==> src/rtl/cdb_pkg.sv <==
// Shared definitions for the write-back (CDB) arbiter: sizes, requester ids,
// the buffered result record and the same-destination hazard test.
package cdb_pkg;

  localparam int NUM_REQ   = 8;
  localparam int NUM_PORTS = 2;
  localparam int XLEN      = 32;
  localparam int SRC_W     = 3;

  localparam logic [SRC_W-1:0] SRC_ALU1 = 3'd0;
  localparam logic [SRC_W-1:0] SRC_ALU2 = 3'd1;
  localparam logic [SRC_W-1:0] SRC_ALU3 = 3'd2;
  localparam logic [SRC_W-1:0] SRC_MEM1 = 3'd3;
  localparam logic [SRC_W-1:0] SRC_MEM2 = 3'd4;
  localparam logic [SRC_W-1:0] SRC_MUL  = 3'd5;
  localparam logic [SRC_W-1:0] SRC_DIV  = 3'd6;
  localparam logic [SRC_W-1:0] SRC_JUMP = 3'd7;

  typedef struct packed {
    logic            we;
    logic [4:0]      rd;
    logic [XLEN-1:0] data;
  } wb_entry_t;

  // Two real register writes to the same nonzero rd may not leave in one cycle.
  function automatic logic rd_clash(input logic we_a, input logic [4:0] rd_a,
                                    input logic we_b, input logic [4:0] rd_b);
    return we_a && we_b && (rd_a != 5'd0) && (rd_a == rd_b);
  endfunction

endpackage

==> src/rtl/cdb_arbiter_rr_picker.sv <==
// Combinational round-robin picker: first set bit of mask at or after start,
// wrapping around, plus a found flag.
module rr_picker #(
  parameter int N     = 8,
  parameter int IDX_W = 3
) (
  input  logic [N-1:0]     mask,
  input  logic [IDX_W-1:0] start,
  output logic [IDX_W-1:0] idx,
  output logic             found
);

  always_comb begin
    int cand;
    idx   = '0;
    found = 1'b0;
    cand  = 0;
    for (int k = 0; k < N; k++) begin
      cand = int'(start) + k;
      if (cand >= N) cand = cand - N;
      if (!found && mask[cand]) begin
        found = 1'b1;
        idx   = IDX_W'(cand);
      end
    end
  end

endmodule

==> src/rtl/cdb_arbiter.sv <==
// Write-back arbiter: one holding entry per functional unit, round-robin grant
// of up to NUM_PORTS entries per cycle onto registered write/broadcast ports.
module cdb_arbiter #(
  parameter int NUM_REQ   = cdb_pkg::NUM_REQ,
  parameter int NUM_PORTS = cdb_pkg::NUM_PORTS,
  parameter int XLEN      = cdb_pkg::XLEN,
  parameter int SRC_W     = cdb_pkg::SRC_W
) (
  input  logic                      clk,
  input  logic                      rst,
  input  logic                      flush,
  input  logic [NUM_REQ-1:0]        req_valid,
  output logic [NUM_REQ-1:0]        req_ready,
  input  logic [NUM_REQ-1:0]        req_we,
  input  logic [NUM_REQ*5-1:0]      req_rd,
  input  logic [NUM_REQ*XLEN-1:0]   req_data,
  output logic [NUM_PORTS-1:0]      wb_valid,
  output logic [NUM_PORTS-1:0]      wb_we,
  output logic [NUM_PORTS*5-1:0]    wb_rd,
  output logic [NUM_PORTS*XLEN-1:0] wb_data,
  output logic [NUM_PORTS*SRC_W-1:0] wb_src,
  output logic [15:0]               conflict_cnt
);
  import cdb_pkg::*;

  logic [NUM_REQ-1:0] buf_valid;
  logic [NUM_REQ-1:0] buf_we;
  logic [4:0]         buf_rd   [NUM_REQ];
  logic [XLEN-1:0]    buf_data [NUM_REQ];
  logic [SRC_W-1:0]   rr_ptr;

  logic [NUM_PORTS-1:0]            pick_found;
  logic [NUM_PORTS-1:0][SRC_W-1:0] pick_idx;
  logic [NUM_REQ-1:0]              grant;
  logic [NUM_REQ-1:0]              accept;
  logic                            any_grant;
  logic                            conflict;
  logic [SRC_W-1:0]                last_idx;
  logic [SRC_W-1:0]                next_ptr;

  // Each port searches what earlier ports left: their picks and anything that
  // would write the same rd as a pick are removed from its mask.
  for (genvar p = 0; p < NUM_PORTS; p++) begin : g_port
    logic [NUM_REQ-1:0] mask;
    logic [SRC_W-1:0]   idx;
    logic               found;

    if (p == 0) begin : g_first
      assign mask = buf_valid;
    end else begin : g_rest
      always_comb begin
        mask = g_port[p-1].mask;
        if (g_port[p-1].found) begin
          mask[g_port[p-1].idx] = 1'b0;
          for (int i = 0; i < NUM_REQ; i++) begin
            if (rd_clash(buf_we[i], buf_rd[i],
                         buf_we[g_port[p-1].idx], buf_rd[g_port[p-1].idx]))
              mask[i] = 1'b0;
          end
        end
      end
    end

    rr_picker #(.N(NUM_REQ), .IDX_W(SRC_W)) u_pick (
      .mask  (mask),
      .start (rr_ptr),
      .idx   (idx),
      .found (found)
    );

    assign pick_idx[p]   = idx;
    assign pick_found[p] = found;
  end

  always_comb begin
    grant     = '0;
    any_grant = 1'b0;
    last_idx  = '0;
    for (int p = 0; p < NUM_PORTS; p++) begin
      if (pick_found[p]) begin
        grant[pick_idx[p]] = 1'b1;
        any_grant          = 1'b1;
        last_idx           = pick_idx[p];
      end
    end
  end

  assign next_ptr  = (int'(last_idx) == NUM_REQ - 1) ? '0 : last_idx + 1'b1;
  assign conflict  = |(buf_valid & ~grant);
  assign req_ready = {NUM_REQ{rst & ~flush}} & (~buf_valid | grant);
  assign accept    = req_valid & req_ready;

  // A granted entry may be refilled in the same cycle it leaves.
  always_ff @(posedge clk or negedge rst) begin
    if (!rst) begin
      buf_valid <= '0;
      buf_we    <= '0;
      for (int i = 0; i < NUM_REQ; i++) begin
        buf_rd[i]   <= '0;
        buf_data[i] <= '0;
      end
    end else if (flush) begin
      buf_valid <= '0;
    end else begin
      for (int i = 0; i < NUM_REQ; i++) begin
        if (accept[i]) begin
          buf_valid[i] <= 1'b1;
          buf_we[i]    <= req_we[i];
          buf_rd[i]    <= req_rd[5*i +: 5];
          buf_data[i]  <= req_data[XLEN*i +: XLEN];
        end else if (grant[i]) begin
          buf_valid[i] <= 1'b0;
        end
      end
    end
  end

  always_ff @(posedge clk or negedge rst) begin
    if (!rst) begin
      wb_valid <= '0;
      wb_we    <= '0;
      wb_rd    <= '0;
      wb_data  <= '0;
      wb_src   <= '0;
    end else if (flush) begin
      wb_valid <= '0;
      wb_we    <= '0;
    end else begin
      for (int p = 0; p < NUM_PORTS; p++) begin
        if (pick_found[p]) begin
          wb_valid[p]               <= 1'b1;
          wb_we[p]                  <= buf_we[pick_idx[p]];
          wb_rd[5*p +: 5]           <= buf_rd[pick_idx[p]];
          wb_data[XLEN*p +: XLEN]   <= buf_data[pick_idx[p]];
          wb_src[SRC_W*p +: SRC_W]  <= pick_idx[p];
        end else begin
          wb_valid[p] <= 1'b0;
          wb_we[p]    <= 1'b0;
        end
      end
    end
  end

  always_ff @(posedge clk or negedge rst) begin
    if (!rst) begin
      rr_ptr       <= '0;
      conflict_cnt <= '0;
    end else if (!flush) begin
      if (any_grant) rr_ptr <= next_ptr;
      if (conflict && conflict_cnt != 16'hFFFF) conflict_cnt <= conflict_cnt + 16'd1;
    end
  end

endmodule

==> config.mk <==
export PLATFORM = sky130hd
export DESIGN_NAME = cdb_arbiter
export DESIGN_NICKNAME = d
export VERILOG_FILES = /design/src/rtl/cdb_pkg.sv /design/src/rtl/cdb_arbiter_rr_picker.sv /design/src/rtl/cdb_arbiter.sv
export SDC_FILE = /design/constraint.sdc
export NUM_CORES = 1
export LEC_CHECK = 0
export CELL_PAD_IN_SITES_DETAIL_PLACEMENT = 0
export CELL_PAD_IN_SITES_GLOBAL_PLACEMENT = 2
export CORE_MARGIN = 2
export CORE_UTILIZATION = 38
export CTS_BUF_LIST = sky130_fd_sc_hd__clkbuf_2
export DETAILED_ROUTE_END_ITERATION = 8
export HOLD_SLACK_MARGIN = 0.12
export PLACE_DENSITY = 0.92
export SETUP_SLACK_MARGIN = 0.3
export SYNTH_ARGS = -nofsm -noshare
export SYNTH_HDL_FRONTEND = slang
export SYNTH_SLANG_ARGS = --single-unit
==> constraint.sdc <==
create_clock -name clk -period 12.1 [get_ports clk]
set_input_delay 1.815 -clock clk [delete_from_list [all_inputs] [get_ports clk]]
set_output_delay 1.815 -clock clk [all_outputs]
set_load 0.02 [all_outputs]
==> results_tabular.tex, run 1 <==
\begin{tabular}{lr}
\hline
Metric & Value \\
\hline
\multicolumn{2}{l}{\textbf{Status}} \\
Result of the run & completed \\
\multicolumn{2}{l}{\textbf{STA}} \\
Hold violation total from the final report & 0 \\
Worst-Margin Slew & 1.08 ns \\
Top achievable clock speed & 89.3 MHz \\
Portion of the clock cycle consumed by the worst path in the final layout & 0.925 \\
Total setup violations reported at the end of the flow & 0 \\
Period minus WS final & 11.19 ns \\
Final Hold Slack & 0.470 ns \\
Final Max Tran Viols & 0 \\
Slew HR & 0.275 \\
Final setup TNS & 0 ns \\
Clock skew & 0.0953 ns \\
Setup repair after global routing missed its margin & no \\
\multicolumn{2}{l}{\textbf{Route}} \\
Drc violations & 0 \\
Pre-antenna DRT Iters & 5 \\
Initial drt markers & 1807 \\
Routed met2 length & 48.0 mm \\
Routed wire length per instance & 27.9 µm \\
Uppermost layer routed & met5 \\
Total vias in the final route & 22.0k \\
Wire length reported by the detailed router & 102 mm \\
Routed met1 length & 42.1 mm \\
Number of nets with antenna violations after detailed routing & 0 \\
Met3 layer wire length in the routed design & 7.77 mm \\
Detailed-route vias per instance & 6.03 \\
\multicolumn{2}{l}{\textbf{Yosys}} \\
Distinct cell type count after synthesis & 116 \\
Instance count of the mapped netlist & 2257 \\
Synthesized-area fraction occupied by adder cells & 0.00261 \\
Area fraction in and, or, nand and nor cells after synthesis & 0.123 \\
Fraction of the yosys area taken by sequential cells & 0.433 \\
Fraction of the mapped netlist area in compound gates & 0.157 \\
Mapped Nets & 2577 \\
Largest family of logic cells by synthesized area & multiplexers \\
Syn Std Cell Area & 24000 µm² \\
Fraction of synthesized cell area in xor and xnor cells & 0.00793 \\
Async set-or-reset flop fraction in the synthesized netlist & 1.00 \\
Yosys warns & 0 \\
Average cell area after synthesis & 10.6 µm² \\
Top FF cell, synth & sky130\_fd\_sc\_hd\_\_dfrtp\_1 \\
Multiplexer fraction of the synthesized cell area & 0.237 \\
Total of flip-flops plus latches after synthesis & 415 \\
Post-synth EDFFs & 0 \\
\multicolumn{2}{l}{\textbf{Placed design}} \\
Routability-driven placement congestion ratio & 0.952 \\
HPWL reported at the end of detailed placement & 70.3 mm \\
Port Buf Inserts & 422 \\
\multicolumn{2}{l}{\textbf{Global route}} \\
Initial antenna violation count & 24 \\
Vias in the first global route & 22.2k \\
Wire length of the first global-routing pass & 147 mm \\
Total track usage & 0.309 \\
Gr ovfl total & 0 \\
Pin count of the biggest net entering global routing & 184 \\
\multicolumn{2}{l}{\textbf{Critical path}} \\
Crit. End Element & output pin \\
Kind of critical path & flop to output pin \\
Startpoint Class & flop \\
Critical Path AT & 9.38 ns \\
Endpoint required time on the critical path & 10.28 ns \\
Critical-path maximum fanout & 23 \\
\multicolumn{2}{l}{\textbf{Floorplan}} \\
IO Count & 423 \\
Floorplan row count & 92 \\
Floorplan core area & 62700 µm² \\
Full die area & 65200 µm² \\
Die extent in y & 255 µm \\
Width of the chip & 255 µm \\
Starting density of the core & 0.382 \\
\multicolumn{2}{l}{\textbf{CTS}} \\
Number of buffers on the longest clock path & 3 \\
Clock root buffer master & sky130\_fd\_sc\_hd\_\_clkbuf\_2 \\
CTS tree & done \\
Post-CTS clock slew at the launch and capture registers of the worst setup and hold paths & 0.12 ns \\
Clk sink count & 415 \\
H-tree level count & 3 \\
Setup Fix Bufs, Post-CTS & 0 \\
Total clock buffers created by CTS & 107 \\
Clock latency of the later-clocked register in the worst-skew pair & 1.27 ns \\
\multicolumn{2}{l}{\textbf{Layout}} \\
Ratio of cells with drive above 1 in the final layout & 0.237 \\
Area delta synth->final & 26.8\% \\
Number of nets in the layout & 3037 \\
\multicolumn{2}{l}{\textbf{Hold path}} \\
Worst min-delay path class & input pin to asynchronous set/reset pin \\
\multicolumn{2}{l}{\textbf{Job}} \\
Maximum Capacitance Violations & 0 \\
\hline
\end{tabular}
-- cell usage after synthesis, types with 26 or more instances --
master	instances	area share
sky130_fd_sc_hd__nor3_1	29	0.0060
sky130_fd_sc_hd__nand2_1	315	0.049
sky130_fd_sc_hd__inv_1	35	0.0055
sky130_fd_sc_hd__dfrtp_1	415	0.43
sky130_fd_sc_hd__buf_2	46	0.0096
sky130_fd_sc_hd__nor2_1	85	0.013
sky130_fd_sc_hd__buf_1	28	0.0044
sky130_fd_sc_hd__o21ai_0	120	0.025
sky130_fd_sc_hd__mux2_2	256	0.12
sky130_fd_sc_hd__mux4_2	57	0.054
sky130_fd_sc_hd__o22ai_1	35	0.0091
sky130_fd_sc_hd__nand3_1	55	0.011
sky130_fd_sc_hd__mux2_1	57	0.027
sky130_fd_sc_hd__clkbuf_1	82	0.013
sky130_fd_sc_hd__mux2i_1	80	0.033
sky130_fd_sc_hd__and3_1	26	0.0068
sky130_fd_sc_hd__a221oi_1	37	0.014
sky130_fd_sc_hd__a21oi_1	114	0.024
-- layout by cell type (no fill, tap or decap), types with 55 or more instances in the layout --
cell / count
sky130_fd_sc_hd__clkdlybuf4s50_1: 421
sky130_fd_sc_hd__dfrtp_1: 415
sky130_fd_sc_hd__nand2_1: 306
sky130_fd_sc_hd__mux2_2: 256
sky130_fd_sc_hd__clkbuf_2: 151
sky130_fd_sc_hd__o21ai_0: 120
sky130_fd_sc_hd__a21oi_1: 114
sky130_fd_sc_hd__buf_4: 92
sky130_fd_sc_hd__nor2_1: 83
sky130_fd_sc_hd__mux2i_1: 80
sky130_fd_sc_hd__mux4_2: 57
sky130_fd_sc_hd__mux2_1: 57
sky130_fd_sc_hd__nand3_1: 55
-- sequential cells by signal, indices dropped and copies added (netlist names) --
register	flops
buf_data	256
wb_data	64
buf_rd	40
conflict_cnt	16
wb_rd	10
buf_valid	8
buf_we	8
wb_src	6
rr_ptr	3
wb_valid	2
wb_we	2
-- metrics by stage --
stage	utilization	cell area (µm²)	std cells	setup slack, ns
final	0.485	30400	3656	0.908
after global routing	0.485	30400	3654	0.269
after CTS	0.484	30400	3639	0.810
after detailed placement	0.469	29400	3454	2.10
after global placement	0.469	29400	3454	2.27
after floorplan	-	24000	2257	3.36
-- what timing repair did --
action / in CTS / in global routing
endpoints found under the setup margin: 0 / 6
gates resized for setup: 0 / 1
hold buffers: 0 / 0
-- worst max-delay path, stage by stage, from the launching register on --
cell and delay (ns):
sky130_fd_sc_hd__dfrtp_1 0.39, sky130_fd_sc_hd__inv_2 0.27, sky130_fd_sc_hd__ha_1 0.63, sky130_fd_sc_hd__buf_4 0.37, sky130_fd_sc_hd__mux2i_1 0.26, sky130_fd_sc_hd__mux4_2 0.27, sky130_fd_sc_hd__a22o_4 0.21, sky130_fd_sc_hd__nand4_1 0.25
sky130_fd_sc_hd__a21oi_4 0.69, sky130_fd_sc_hd__nand2_1 0.43, sky130_fd_sc_hd__o32ai_1 0.34, sky130_fd_sc_hd__buf_4 0.23, sky130_fd_sc_hd__nor4_1 0.06, sky130_fd_sc_hd__nor4bb_1 0.52, sky130_fd_sc_hd__a31oi_2 0.34, sky130_fd_sc_hd__buf_4 0.25
sky130_fd_sc_hd__nor3_1 0.14, sky130_fd_sc_hd__a2bb2oi_1 0.12, sky130_fd_sc_hd__a211o_1 0.39, sky130_fd_sc_hd__nand3b_4 0.18, sky130_fd_sc_hd__or4b_4 0.53, sky130_fd_sc_hd__a211oi_2 0.32, sky130_fd_sc_hd__a21oi_1 0.14, sky130_fd_sc_hd__nor2_1 0.20
sky130_fd_sc_hd__clkdlybuf4s50_1 0.64
-- cells by family (layout without fill, tap and decap cells) --
logic type | Yosys count | in the layout
and+or+nand+nor | 620 | 620
AOI/OAI and AO/OA | 532 | 532
muxes | 454 | 454
DFF | 415 | 415
buffers and inverters | 211 | 747
xor gates and xnor gates | 20 | 20
adders and majority gates | 5 | 5
other | 0 | 17
-- final cells by class --
type	instances	area, µm²
diodes	17	42.5
clock buffers	151	756
clock inverters	34	180
fillers	5837	32300
inverters	39	146
multi-input cells	1631	12800
flip-flops and latches	415	10400
well taps	846	1060
repair buffers	523	5100
-- per-layer routing --
metal / GRT usage / vias to the layer above
met5: 0 / -
met4: 0.130 / 22
met2: 0.493 / 1096
met3: 0.0679 / 247
met1: 0.406 / 11200
li1: - / 9459
-- final timing paths --
| path | startpoint | to | slack (ns) | cells past startpoint |
|---|---|---|---|---|
| max in group asynchronous | rst | buf_data[118] | 8.16 | 5 |
| max reg2reg | rr_ptr[0] | conflict_cnt[12] | 2.87 | 27 |
| min reg2reg | wb_data[10] | wb_data[10] | 0.50 | 2 |
| min | rst | wb_rd[2] | 0.47 | 1 |
| min in group clk | wb_data[10] | wb_data[10] | 0.50 | 2 |
| max | rr_ptr[0] | req_ready[0] | 0.91 | 24 |
Power of run 1 is left out: the tool's default activity adds up to more than one toggle a clock period on the data nets, which glitch-free logic cannot reach.
==> run 2: changes to the inputs <==
ABC_AREA = 1   (was unset)
CORE_UTILIZATION = 33   (was 38)
==> run 2 against run 1 <==
Net effect:
- sequential cell count did not move
- largest cell class unchanged
- core utilization fell by 6.4 points
- register-to-register slack about the same
- via count increased by 11%
- critical path depth up 14
==> results_tabular.tex, run 2 <==
\begin{tabular}{lr}
\hline
Metric & Value \\
\hline
\multicolumn{2}{l}{\textbf{Status}} \\
Result of the run & completed \\
\multicolumn{2}{l}{\textbf{Critical path}} \\
Startpoint Class & flop \\
Kind of critical path & flop to output pin \\
Critical-path maximum fanout & 30 (+30\%) \\
Standard cell with the maximum stage delay on the critical path & sky130\_fd\_sc\_hd\_\_clkdlybuf4s50\_1 \\
Crit. End Element & output pin \\
Endpoint required time on the critical path & 10.28 ns (about the same) \\
Slowest cell delay on critical path & 0.70 ns (about the same) \\
Most used cell along the critical path & sky130\_fd\_sc\_hd\_\_nand2\_1 \\
Critical Path AT & 9.27 ns (-0.11 ns) \\
\multicolumn{2}{l}{\textbf{CTS}} \\
H-tree level count & 3 (unchanged) \\
Total clock buffers created by CTS & 114 (+6.5\%) \\
Clock root buffer master & sky130\_fd\_sc\_hd\_\_clkbuf\_2 \\
Post-CTS clock slew at the launch and capture registers of the worst setup and hold paths & 0.09 ns (-0.03 ns) \\
Clk sink count & 415 (unchanged) \\
Number of buffers on the longest clock path & 3 (unchanged) \\
Setup Fix Bufs, Post-CTS & 0 (unchanged) \\
Clock latency of the later-clocked register in the worst-skew pair & 1.30 ns (+0.03 ns) \\
CTS tree & done \\
Post-cts hold buffer count & 0 (unchanged) \\
\multicolumn{2}{l}{\textbf{Hold path}} \\
Worst min-delay path class & flop to flop \\
\multicolumn{2}{l}{\textbf{Layout}} \\
Top reg by flops & buf\_data \\
Biggest registers after layout & buf\_data: 256 flops, wb\_data: 64 flops, buf\_rd: 40 flops \\
Util after Layout & 0.421 (-0.0643) \\
Area delta synth->final & 25.7\% \\
Number of nets in the layout & 3844 (+27\%) \\
Most common library cell in the layout ignoring fill and taps & sky130\_fd\_sc\_hd\_\_nand2\_1 \\
Finished layout cell area & 29000 µm² (-4.8\%) \\
Max FFs per register & 256 (unchanged) \\
Non-filler cells, final & 4540 (+24\%) \\
Fillers & 7290 (+25\%) \\
Ratio of cells with drive above 1 in the final layout & 0.0902 (-0.147) \\
Most frequent cells in the layout & sky130\_fd\_sc\_hd\_\_nand2\_1, sky130\_fd\_sc\_hd\_\_clkdlybuf4s50\_1, sky130\_fd\_sc\_hd\_\_dfrtp\_1, sky130\_fd\_sc\_hd\_\_nand3\_1, sky130\_fd\_sc\_hd\_\_nor2\_1 \\
\multicolumn{2}{l}{\textbf{Global route}} \\
Wire length of the first global-routing pass & 160 mm (+8.2\%) \\
Total track usage & 0.301 (-0.00777) \\
Gr ovfl total & 0 (unchanged) \\
Initial antenna violation count & 7 (-71\%) \\
Vias in the first global route & 24.1k (+8.6\%) \\
Pin count of the biggest net entering global routing & 201 (+9.2\%) \\
\multicolumn{2}{l}{\textbf{Floorplan}} \\
Width of the chip & 268 µm (+5.1\%) \\
IO Count & 423 (unchanged) \\
Starting density of the core & 0.335 (-0.0477) \\
Floorplan row count & 96 (+4.3\%) \\
Floorplan core area & 68800 µm² (+9.7\%) \\
Full die area & 71900 µm² (+10\%) \\
Die extent in y & 268 µm (+5.1\%) \\
\multicolumn{2}{l}{\textbf{Route}} \\
Initial drt markers & 2282 (+26\%) \\
Detailed-route vias per instance & 5.37 (-11\%) \\
Routed wire length per instance & 24.0 µm (-14\%) \\
Number of nets with antenna violations after detailed routing & 0 (unchanged) \\
Drc violations & 0 (unchanged) \\
Pre-antenna DRT Iters & 6 (+1) \\
Wire length reported by the detailed router & 109 mm (+6.7\%) \\
Total vias in the final route & 24.4k (+11\%) \\
\multicolumn{2}{l}{\textbf{STA}} \\
Top achievable clock speed & 90.2 MHz (+1.0\%) \\
Total setup violations reported at the end of the flow & 0 (unchanged) \\
Final setup TNS & 0 ns (unchanged) \\
Hold violation total from the final report & 0 (unchanged) \\
Period minus WS final & 11.08 ns (-0.111 ns) \\
Slew HR & 0.149 (-0.126) \\
Setup repair after global routing missed its margin & no \\
Portion of the clock cycle consumed by the worst path in the final layout & 0.916 (-0.00917) \\
Clock skew & 0.162 ns (+0.0671 ns) \\
Final Max Tran Viols & 0 (unchanged) \\
Worst-Margin Slew & 1.27 ns (+0.193 ns) \\
\multicolumn{2}{l}{\textbf{Yosys}} \\
Yosys warns & 0 (unchanged) \\
Area share of the largest cell type after synthesis & 0.451 (+0.0179) \\
Distinct cell type count after synthesis & 46 (-60\%) \\
Average cell area after synthesis & 7.36 µm² (-31\%) \\
Async set-or-reset flop fraction in the synthesized netlist & 1.00 (unchanged) \\
Total of flip-flops plus latches after synthesis & 415 (unchanged) \\
Syn Std Cell Area & 23000 µm² (-4.0\%) \\
Top cells by area, synth & sky130\_fd\_sc\_hd\_\_dfrtp\_1, sky130\_fd\_sc\_hd\_\_nand2\_1, sky130\_fd\_sc\_hd\_\_nand3\_1, sky130\_fd\_sc\_hd\_\_nor2\_1, sky130\_fd\_sc\_hd\_\_a21oi\_1 \\
Biggest area consumer among synthesized cells & sky130\_fd\_sc\_hd\_\_dfrtp\_1 \\
Mapped Nets & 3452 (+34\%) \\
Top cells by instance count after synthesis & sky130\_fd\_sc\_hd\_\_nand2\_1, sky130\_fd\_sc\_hd\_\_dfrtp\_1, sky130\_fd\_sc\_hd\_\_nand3\_1, sky130\_fd\_sc\_hd\_\_nor2\_1, sky130\_fd\_sc\_hd\_\_inv\_1 \\
Top FF cell, synth & sky130\_fd\_sc\_hd\_\_dfrtp\_1 \\
Fraction of the yosys area taken by sequential cells & 0.451 (+0.0179) \\
Most frequent cell after synthesis & sky130\_fd\_sc\_hd\_\_nand2\_1 \\
Post-synth EDFFs & 0 (unchanged) \\
Instance count of the mapped netlist & 3132 (+39\%) \\
\multicolumn{2}{l}{\textbf{Placed design}} \\
Post-Place Cell Area & 28000 µm² (-5.0\%) \\
Placed cell count & 4339 (+26\%) \\
HPWL reported at the end of detailed placement & 75.5 mm (+7.4\%) \\
Port Buf Inserts & 422 (unchanged) \\
Routability-driven placement congestion ratio & 0.984 (+3.3\%) \\
\multicolumn{2}{l}{\textbf{Job}} \\
Maximum Capacitance Violations & 0 (unchanged) \\
\hline
\end{tabular}
[run 2: layer usage]
layer | global-route usage | routed length, µm
met1 | 0.400 | 45800
met2 | 0.484 | 50500
met3 | 0.0628 | 8750
met4 | 0.110 | 3750
met5 | 0 | 47
[run 2: layout make-up]
type | count | area, µm² | area share
multi-input cells | 2317 | 11100 | 0.383
flip-flops and latches | 415 | 10400 | 0.359
repair buffers | 463 | 4540 | 0.157
well taps | 931 | 1160 | 0.0402
clock buffers | 165 | 826 | 0.0285
inverters | 213 | 801 | 0.0277
clock inverters | 30 | 140 | 0.00484
diodes | 6 | 15.0 | 0.000519
[run 2: final timing paths]
check,startpoint,end,slack (ns),depth (start not counted)
max,rr_ptr[0],req_ready[0],1.02,38
min,wb_data[53],wb_data[53],0.49,2
max reg2reg,rr_ptr[0],buf_rd[38],2.88,42
min reg2reg,wb_data[53],wb_data[53],0.49,2
max in group asynchronous,rst,conflict_cnt[11],9.36,3
min in group asynchronous,rst,buf_data[18],0.56,1
[run 2: repair_timing]
action	CTS	global route
cloned	0	0
resized for setup	2	3
setup endpoints to repair	5	5
pin swaps	0	0
[run 2: per-stage QoR]
stage / hold slack, ns / worst slack, ns
floorplan: 0.460 / 5.44
finish: 0.488 / 1.02
CTS: 0.487 / 0.527
global placement: 0.463 / 1.54
global route: 0.516 / 0.283
detailed placement: 0.464 / 1.46
[run 2: logic make-up (layout without fill, tap and decap cells)]
family / after synthesis / after routing / synth area share
AO/OA/AOI/OAI: 485 / 485 / 0.128
XOR/XNOR: 18 / 18 / 0.00912
adder cells (fa/ha/maj): 5 / 5 / 0.00272
buffers and inverters: 400 / 871 / 0.0738
flip-flops: 415 / 415 / 0.451
other: 0 / 6 / 0
AND/OR/NAND/NOR: 1809 / 1809 / 0.335
[run 2: worst max-delay path: cells and delay by family, from the launching register on]
kind | cells | cell delay [ns]
compound gates | 1 | 0.24
flops | 1 | 0.37
fa+ha+maj | 1 | 0.49
simple gates | 29 | 4.62
buf+inv | 7 | 2.29
Power of run 2 is left out for the same reason.
